**src/rtl/weight_update_unit.sv**
```systemverilog
// weight_update_unit: applies a stream of float change words to one layer's weight RAM (w += change)
module weight_update_unit #(
  parameter int MAXWEIGHTS = 784,
  parameter int MAXRESULTS = 15,
  parameter int ADDR_W = 14
) (
  input  logic              clk,
  input  logic              rst,
  input  logic              start,
  input  logic [31:0]       n_inputs,
  input  logic [31:0]       n_neurons,
  input  logic [31:0]       change_data,
  input  logic              change_valid,
  output logic              change_ready,
  output logic [ADDR_W-1:0] wmem_addr,
  output logic              wmem_rd_en,
  input  logic [31:0]       wmem_rd_data,
  output logic              wmem_wr_en,
  output logic [31:0]       wmem_wr_data,
  output logic              busy,
  output logic              done,
  output logic              ovf_err,
  output logic [31:0]       upd_count
);
  typedef enum logic [2:0] {IDLE, FETCH, ADD, WRITE, DONE} state_t;
  state_t state;
  logic [31:0] lim_w, lim_n, w_idx, n_idx, chg, nw, nn, sum;
  logic [ADDR_W-1:0] addr, base;
  // IEEE-754 single add, round-to-nearest-even; subnormal inputs and results flush to zero
  function automatic logic [31:0] fadd(input logic [31:0] x, input logic [31:0] y);
    logic [31:0] a, b;
    logic [26:0] ma, mb;
    logic [27:0] s;
    logic [7:0] d;
    logic signed [9:0] e;
    logic [24:0] r;
    logic xn, yn;
    xn = (x[30:23] == 8'hFF) && (x[22:0] != 0);
    yn = (y[30:23] == 8'hFF) && (y[22:0] != 0);
    if (x[30:23] == 8'hFF || y[30:23] == 8'hFF) begin
      if (xn || yn || (x[30:23] == 8'hFF && y[30:23] == 8'hFF && x[31] != y[31])) return 32'h7FC00000;
      return (x[30:23] == 8'hFF) ? x : y;
    end
    a = (x[30:0] >= y[30:0]) ? x : y;
    b = (x[30:0] >= y[30:0]) ? y : x;
    ma = (a[30:23] != 0) ? {1'b1, a[22:0], 3'b0} : '0;
    mb = (b[30:23] != 0) ? {1'b1, b[22:0], 3'b0} : '0;
    d = a[30:23] - b[30:23];
    mb = (d > 8'd26) ? {26'b0, |mb} : ((mb >> d) | {26'b0, |(mb & ~({27{1'b1}} << d))});
    e = $signed({2'b0, a[30:23]});
    if (a[31] == b[31]) begin
      s = {1'b0, ma} + {1'b0, mb};
      if (s[27]) begin
        s = {1'b0, s[27:2], s[1] | s[0]};
        e = e + 10'sd1;
      end
    end else begin
      s = {1'b0, ma - mb};
    end
    if (s == 0) return {a[31] & b[31], 31'b0};
    for (int i = 0; i < 26; i++) begin
      if (!s[26]) begin
        s = s << 1;
        e = e - 10'sd1;
      end
    end
    r = {1'b0, s[26:3]} + {24'b0, s[2] & (s[1] | s[0] | s[3])};
    if (r[24]) begin
      r = r >> 1;
      e = e + 10'sd1;
    end
    if (e >= 10'sd255) return {a[31], 8'hFF, 23'b0};
    if (e <= 10'sd0) return {a[31], 31'b0};
    return {a[31], e[7:0], r[22:0]};
  endfunction
  always_comb begin
    nw = (n_inputs > 32'(MAXWEIGHTS)) ? 32'(MAXWEIGHTS) : n_inputs;
    nn = (n_neurons > 32'(MAXRESULTS)) ? 32'(MAXRESULTS) : n_neurons;
    sum = fadd(wmem_rd_data, chg);
  end
  assign change_ready = (state == FETCH);
  assign wmem_rd_en = change_ready & change_valid;
  assign wmem_wr_en = (state == WRITE);
  assign busy = (state == FETCH) || (state == ADD) || (state == WRITE);
  assign done = (state == DONE);
  assign wmem_addr = addr;
  always_ff @(posedge clk) begin
    if (rst) begin
      state <= IDLE;
      lim_w <= '0;
      lim_n <= '0;
      w_idx <= '0;
      n_idx <= '0;
      chg <= '0;
      addr <= '0;
      base <= '0;
      wmem_wr_data <= '0;
      ovf_err <= 1'b0;
      upd_count <= '0;
    end else begin
      case (state)
        IDLE: if (start) begin
          lim_w <= nw;
          lim_n <= nn;
          w_idx <= '0;
          n_idx <= '0;
          addr <= '0;
          base <= '0;
          upd_count <= '0;
          ovf_err <= 1'b0;
          state <= (nw == 0 || nn == 0) ? DONE : FETCH;
        end
        FETCH: if (change_valid) begin
          chg <= change_data;
          state <= ADD;
        end
        ADD: begin
          // an Inf/NaN sum would poison the weight, so the old value is kept and the error flagged
          wmem_wr_data <= (sum[30:23] == 8'hFF) ? wmem_rd_data : sum;
          if (sum[30:23] == 8'hFF) ovf_err <= 1'b1;
          state <= WRITE;
        end
        WRITE: begin
          upd_count <= upd_count + 1;
          if (w_idx == lim_w - 1 && n_idx == lim_n - 1) begin
            state <= DONE;
          end else if (w_idx == lim_w - 1) begin
            w_idx <= '0;
            n_idx <= n_idx + 1;
            base <= base + ADDR_W'(MAXWEIGHTS);
            addr <= base + ADDR_W'(MAXWEIGHTS);
            state <= FETCH;
          end else begin
            w_idx <= w_idx + 1;
            addr <= addr + 1'b1;
            state <= FETCH;
          end
        end
        default: state <= IDLE;
      endcase
    end
  end
endmodule

```
**config.mk**
```make
export PLATFORM = sky130hd
export DESIGN_NAME = weight_update_unit
export DESIGN_NICKNAME = d
export VERILOG_FILES = /design/src/rtl/weight_update_unit.sv
export SDC_FILE = /design/constraint.sdc
export NUM_CORES = 2
export LEC_CHECK = 0
export ABC_AREA = 1
export ABC_CLOCK_PERIOD_IN_PS = 64000
export CAP_MARGIN = 20
export CORE_MARGIN = 8
export CORE_UTILIZATION = 43
export CTS_BUF_LIST = sky130_fd_sc_hd__clkbuf_8
export CTS_CLUSTER_SIZE = 30
export DETAILED_ROUTE_END_ITERATION = 10
export PLACE_DENSITY_LB_ADDON = 0.15
export SLEW_MARGIN = 20
export SYNTH_ARGS = -nofsm -noshare
export SYNTH_HDL_FRONTEND = slang
export SYNTH_SLANG_ARGS = --single-unit
```
**constraint.sdc**
```tcl
create_clock -name clk -period 64 [get_ports clk]
set_input_delay 12.8 -clock clk [delete_from_list [all_inputs] [get_ports clk]]
set_output_delay 12.8 -clock clk [all_outputs]
set_load 0.1 [all_outputs]
```
; Word level (Yosys, flattened, before mapping)
; Index checks and enable logic that the tools add are counted.
[totals]
ff_bits = 256
inputBits = 132
out_inout_bits = 84
[op_classes]
n_addsub = 39
n_lt_le_gt_ge = 6
n_eq_ne = 16
n_shift = 2
muxes = 220
n_bitwise = 9
reduce_logical = 30
[ops]
columns = op, count
row1 = 2-to-1 mux 27 bit, 82
row2 = 2-to-1 mux 10 bit, 82
row3 = 2-to-1 mux 32 bit, 21
row4 = "subtractor 10 x 2 -> 10 bit, second input constant", 26
row5 = case mux 32 bit (2 select lines), 3
row6 = "adder 32 x 1 -> 32 bit, second input constant", 3
row7 = 2-to-1 mux 14 bit, 5
row8 = == test 32 bit, 2
row9 = logical NOT 32 bit, 2
row10 = "subtractor 32 x 1 -> 32 bit, second input constant", 2
row11 = 2-to-1 mux 28 bit, 2
row12 = case mux 14 bit (2 select lines), 2
row13 = OR reduction 27 bit, 2
row14 = nonzero test 23 bit, 2
row15 = "> comparator 32 x 10 -> 1 bit, second input constant", 1
row16 = "> comparator 32 x 4 -> 1 bit, second input constant", 1
row17 = greater-or-equal comparator 31 bit, 1
row18 = adder 27 x 27 -> 28 bit, 1
row19 = logical NOT 28 bit, 1
row20 = AND 27 bit, 1
row21 = inverter 27 bit, 1
row22 = OR 27 x 1 -> 27 bit, 1
row23 = "<< shifter 27 x 8 -> 27 bit, first input constant", 1
row24 = right shift 27 x 8 -> 27 bit, 1
row25 = other kinds (34), 76

; Depth between registers and ports, before layout
[logic_depth]
word_depth = 137
depth_mapped = 168

; Worst setup path before layout
; Ideal clock, no wire load.
[synth_path]
kind = input to register
from = input wmem_rd_data[28]
to = register wmem_wr_data[27]
setup_time_ps = 132
arrival_ps = 31331
required_ps = 63868
path_slack_ps = 32537
stages = 148
path_cell_list = ha_1 > nand2_1 > nor2_2 > nand4_2 > nor3_2 > nand2_2 > nand2_4 > buf_12 > nand2_2 > nand2_2 > nand2_2 > ha_1 > inv_1 > nand2_1 > nand2_1 > nand3_1 > nand2_1 > nand2_2 > [112 not listed] > nand2_1 > nand2_1 > nor3_1 > nand2_1 > nor2_1 > nand2_1 > nor2_2 > nand2_2 > o21ai_2 > buf_4 > nand3_1 > o21ai_2 > nand2_2 > nor2_8 > nand2_4 > buf_8 > o21ai_1 > a21oi_1
[synth_between]
elab_chain_len = 132
elab_cells_between_ends = 252
classes_between = add/sub (32) / order compare (4) / eq/ne (3) / shift (2) / mux (193) / bitwise (7) / reduce/logical (11)
[synth_rtl]
columns = element, line_no
row1 = "start, declared", 17  ; input logic [31:0] wmem_rd_data,
row2 = greater-or-equal comparator 31 bit, "44, 45"
row3 = 2-to-1 mux 32 bit (on tied branches), "44, 45"
row4 = subtractor 8 bit, 48  ; d = a[30:23] - b[30:23];
row5 = << shifter 27 x 8 -> 27 bit, 49  ; mb = (d > 8'd26) ? {26'b0, |mb} : ((mb >> d) | {26'b0, |(mb & ~({27{1'b1}} << d))});
row6 = inverter 27 bit, 49
row7 = AND 27 bit, 49
row8 = OR reduction 27 bit, 49
row9 = OR 27 x 1 -> 27 bit, 49
row10 = [116 not listed], n/a
row11 = 2-to-1 mux 1 bit, 61  ; for (int i = 0; i < 26; i++) begin
row12 = 2-to-1 mux 1 bit, 44  ; a = (x[30:0] >= y[30:0]) ? x : y;
row13 = 2-to-1 mux 32 bit, 74  ; return {a[31], e[7:0], r[22:0]};
row14 = 2-to-1 mux 32 bit, 73  ; if (e <= 10'sd0) return {a[31], 31'b0};
row15 = 2-to-1 mux 32 bit, 61
row16 = 2-to-1 mux 32 bit *, 44
row17 = == test 8 bit, 119  ; wmem_wr_data <= (sum[30:23] == 8'hFF) ? wmem_rd_data : sum;
row18 = 2-to-1 mux 32 bit *, 119
row19 = "end signal, assigned", 119
row20 = "end, declared", 19  ; output logic [31:0] wmem_wr_data,
; Mark *: on every way between the ends. The rest lies on a longest branch, timed or not. The select of a mux whose other input is x is not followed.
; A chain may end at the register's enable or synchronous reset.

; Worst setup path after layout
[layout_path]
from = input wmem_rd_data[29]
to = register wmem_wr_data[6]
; Same word-level chain as after synthesis.

==> flow_summary.ini <==
[run_status]
outcome = finished, final reports clean

[floorplan]
core-area_um2 = 75600
fp.dieW_um = 292
rows = 101
start_util = 0.433
die_area_um2 = 85100
die_h_um = 292
io_pins = 216

[pwr]
power_uw = 1310
internal_power_uw = 538
comb_power_share = 0.744
p_switching_uw = 772
p_leak_uw = 0.0164
powerDensity_nw_per_um2 = 36.3
power_switching_share = 0.589
seqPwrFrac = 0.134
p_clk_frac = 0.123
ir_worst_vdd_uv = 25.4

[setup_path]
cp.required_ns = 64.52
cp_slowest_cell = nand2_4
r2r-start = chg[30]
crit_path_end_kind = flip-flop
critical_path_class = primary input to flip-flop
crit_start = wmem_rd_data[29]
crit_fanout = 114
cp.arrival_ns = 37.13
crit_path_max_incr_delay_ns = 0.80
crit_path_start_kind = primary input
critPathMostFrequentCell = nand2_1

[run]
drv_cap = 0

[drt]
wire_per_inst_um = 16.6
vias = 36523
routed_wirelength_um = 113000
firstDrtPassIters = 6
drt_iter0_drc = 3003
drc = 0
viasPerCell = 5.37
ant_nets = 0

[clock_network]
clk_latency_ns = 0.62
cts_inserted_buffers = 49
cts.sinks = 252
cts_root_buffer = clkbuf_8
cts_buffer_depth = 3
ctsHoldBuffers = 0
post_cts_buffers = 0
post_cts_resized = 0
cts_tree = built
htree_levels = 2
clkTransAtPathRegs_ns = 0.06

[grt]
grt_overflow = 0
track_usage = 0.253
grt_pass1_vias = 33825
grt_max_degree = 115
grt_pass1_wl_um = 179000
antenna_found_initial = 9

[sta]
hold_viol_final = 0
finalWorstPathRequiredPeriod_ns = 36.61
rsz0062_at_grt = no
max_slew_margin = 0.209
skew_ns = 0.0382
fin_crit_sh = 0.572
timing.fmax_mhz = 27.3
slew_violations = 0
worst_pin_slew_ns = 1.18
setup_tns_ns = 0
holdWs_ns = 0.438
finalSetupViolCount = 0

[yosys]
synth_top_area_frac = 0.169
syn_nets = 5908
synthTopCellsByArea = nand2_1, dfxtp_1, nand3_1
syn_area_per_cell_um2 = 5.78
synth.most_common_cell = nand2_1
ys_ff_latch = 252
ys_warn_count = 0
synth_commonest_cells = nand2_1, inv_1, nor2_1, nand3_1, a21oi_1
synth_top_area_cell = nand2_1
synthCells = 5661
synth-main-ff-cell = dfxtp_1
seq_area_frac_synth = 0.154
syn_area_um2 = 32700
ys_types = 89
synth_edf_count = 0
synthArstFlopShare = 0

[cells_and_area]
final_cells = 6795
finalNetCount = 6029
drive_above_1_share = 0.0968
post-route-util = 0.478
synthToLayoutAreaGrowth_pct = 10.4
nFillCells = 8181

[placement]
place_congestion = 0.981
dpl.cell_count = 6709
io_buffers = 215
dpl.hpwl_um = 91600

[hold_path]
worstHoldPathType = flip-flop to flip-flop
min-delay-start = lim_n[31]
==> power groups by stage <==
stage / clock network [uW] / registers (uW) / logic, uW
after floorplan: 0 / 195 / 733
after global routing: 172 / 175 / 1090
after global placement: 0 / 178 / 956
final: 161 / 175 / 974
after CTS: 165 / 174 / 961
after detailed placement: 0 / 177 / 956
==> layer usage <==
layer | up-vias | global-route usage | wire length, um
met5 | - | 0 | 49
met4 | 8 | 0.0620 | 2510
met3 | 151 | 0.0639 | 9490
met2 | 1122 | 0.392 | 47300
met1 | 16446 | 0.348 | 53500
li1 | 18796 | - | -
==> registers in the layout, summed over array words and instances, names as in the netlist <==
signal and cells:
base 10, chg 32, lim_n 32, lim_w 32
n_idx 32, ovf_err 1, state 3, upd_count 32
w_idx 32, wmem_addr 14, wmem_wr_data 32
==> per-stage QoR <==
step	worst slack [ns]	area [um2]
after detailed placement	27.08	35100
after floorplan	32.54	32700
after global placement	27.49	35100
after global routing	25.14	36100
final	27.39	36100
after CTS	27.69	36100
==> final timing paths <==
check,end,cells after the start,slack (ns)
worst min-delay path,lim_n[31],2,0.44
worst min register to register,lim_n[31],2,0.44
worst max-delay path,wmem_wr_data[6],141,27.39
worst max register to register,wmem_wr_data[6],141,39.73
==> cell type report <==
type                    count  area, um2  share of cell area
diodes                      3       7.51            0.000208
clock buffers              62        853              0.0236
clock inverters            21        113             0.00312
inverters                 788       2990              0.0830
multi-input cells        4459      23600               0.654
flip-flops and latches    252       5040               0.140
well taps                 978       1220              0.0339
repair buffers            232       2260              0.0627
==> worst max-delay path, delay by kind of cell <==
kind,cells,cell delay [ns]
buffers and inverters,14,2.06
AND/OR/NAND/NOR,86,11.92
AO/OA/AOI/OAI,18,3.65
adder cells (fa/ha/maj),23,6.60
==> cell families after synthesis <==
family / share of synthesized area
DFF: 0.154
and+or+nand+nor: 0.479
buffers and inverters: 0.125
xor gates and xnor gates: 0.0534
adders and majority gates: 0.0442
AOI/OAI and AO/OA: 0.144
==> placed cells by master, fill, tap and decap left out, types with 49 or more instances in the layout <==
master and count:
a211oi_1 49, a21oi_1 274, clkbuf_8 62, clkdlybuf4s50_1 211, dfxtp_1 252, ha_1 114, inv_1 702, inv_2 67
nand2_1 1473, nand2_2 165, nand3_1 548, nand3_2 61, nand4_1 141, nor2_1 660, nor3_1 88, o21ai_0 212
xor2_1 145
Note: power is estimated with default switching activity, not from simulation.
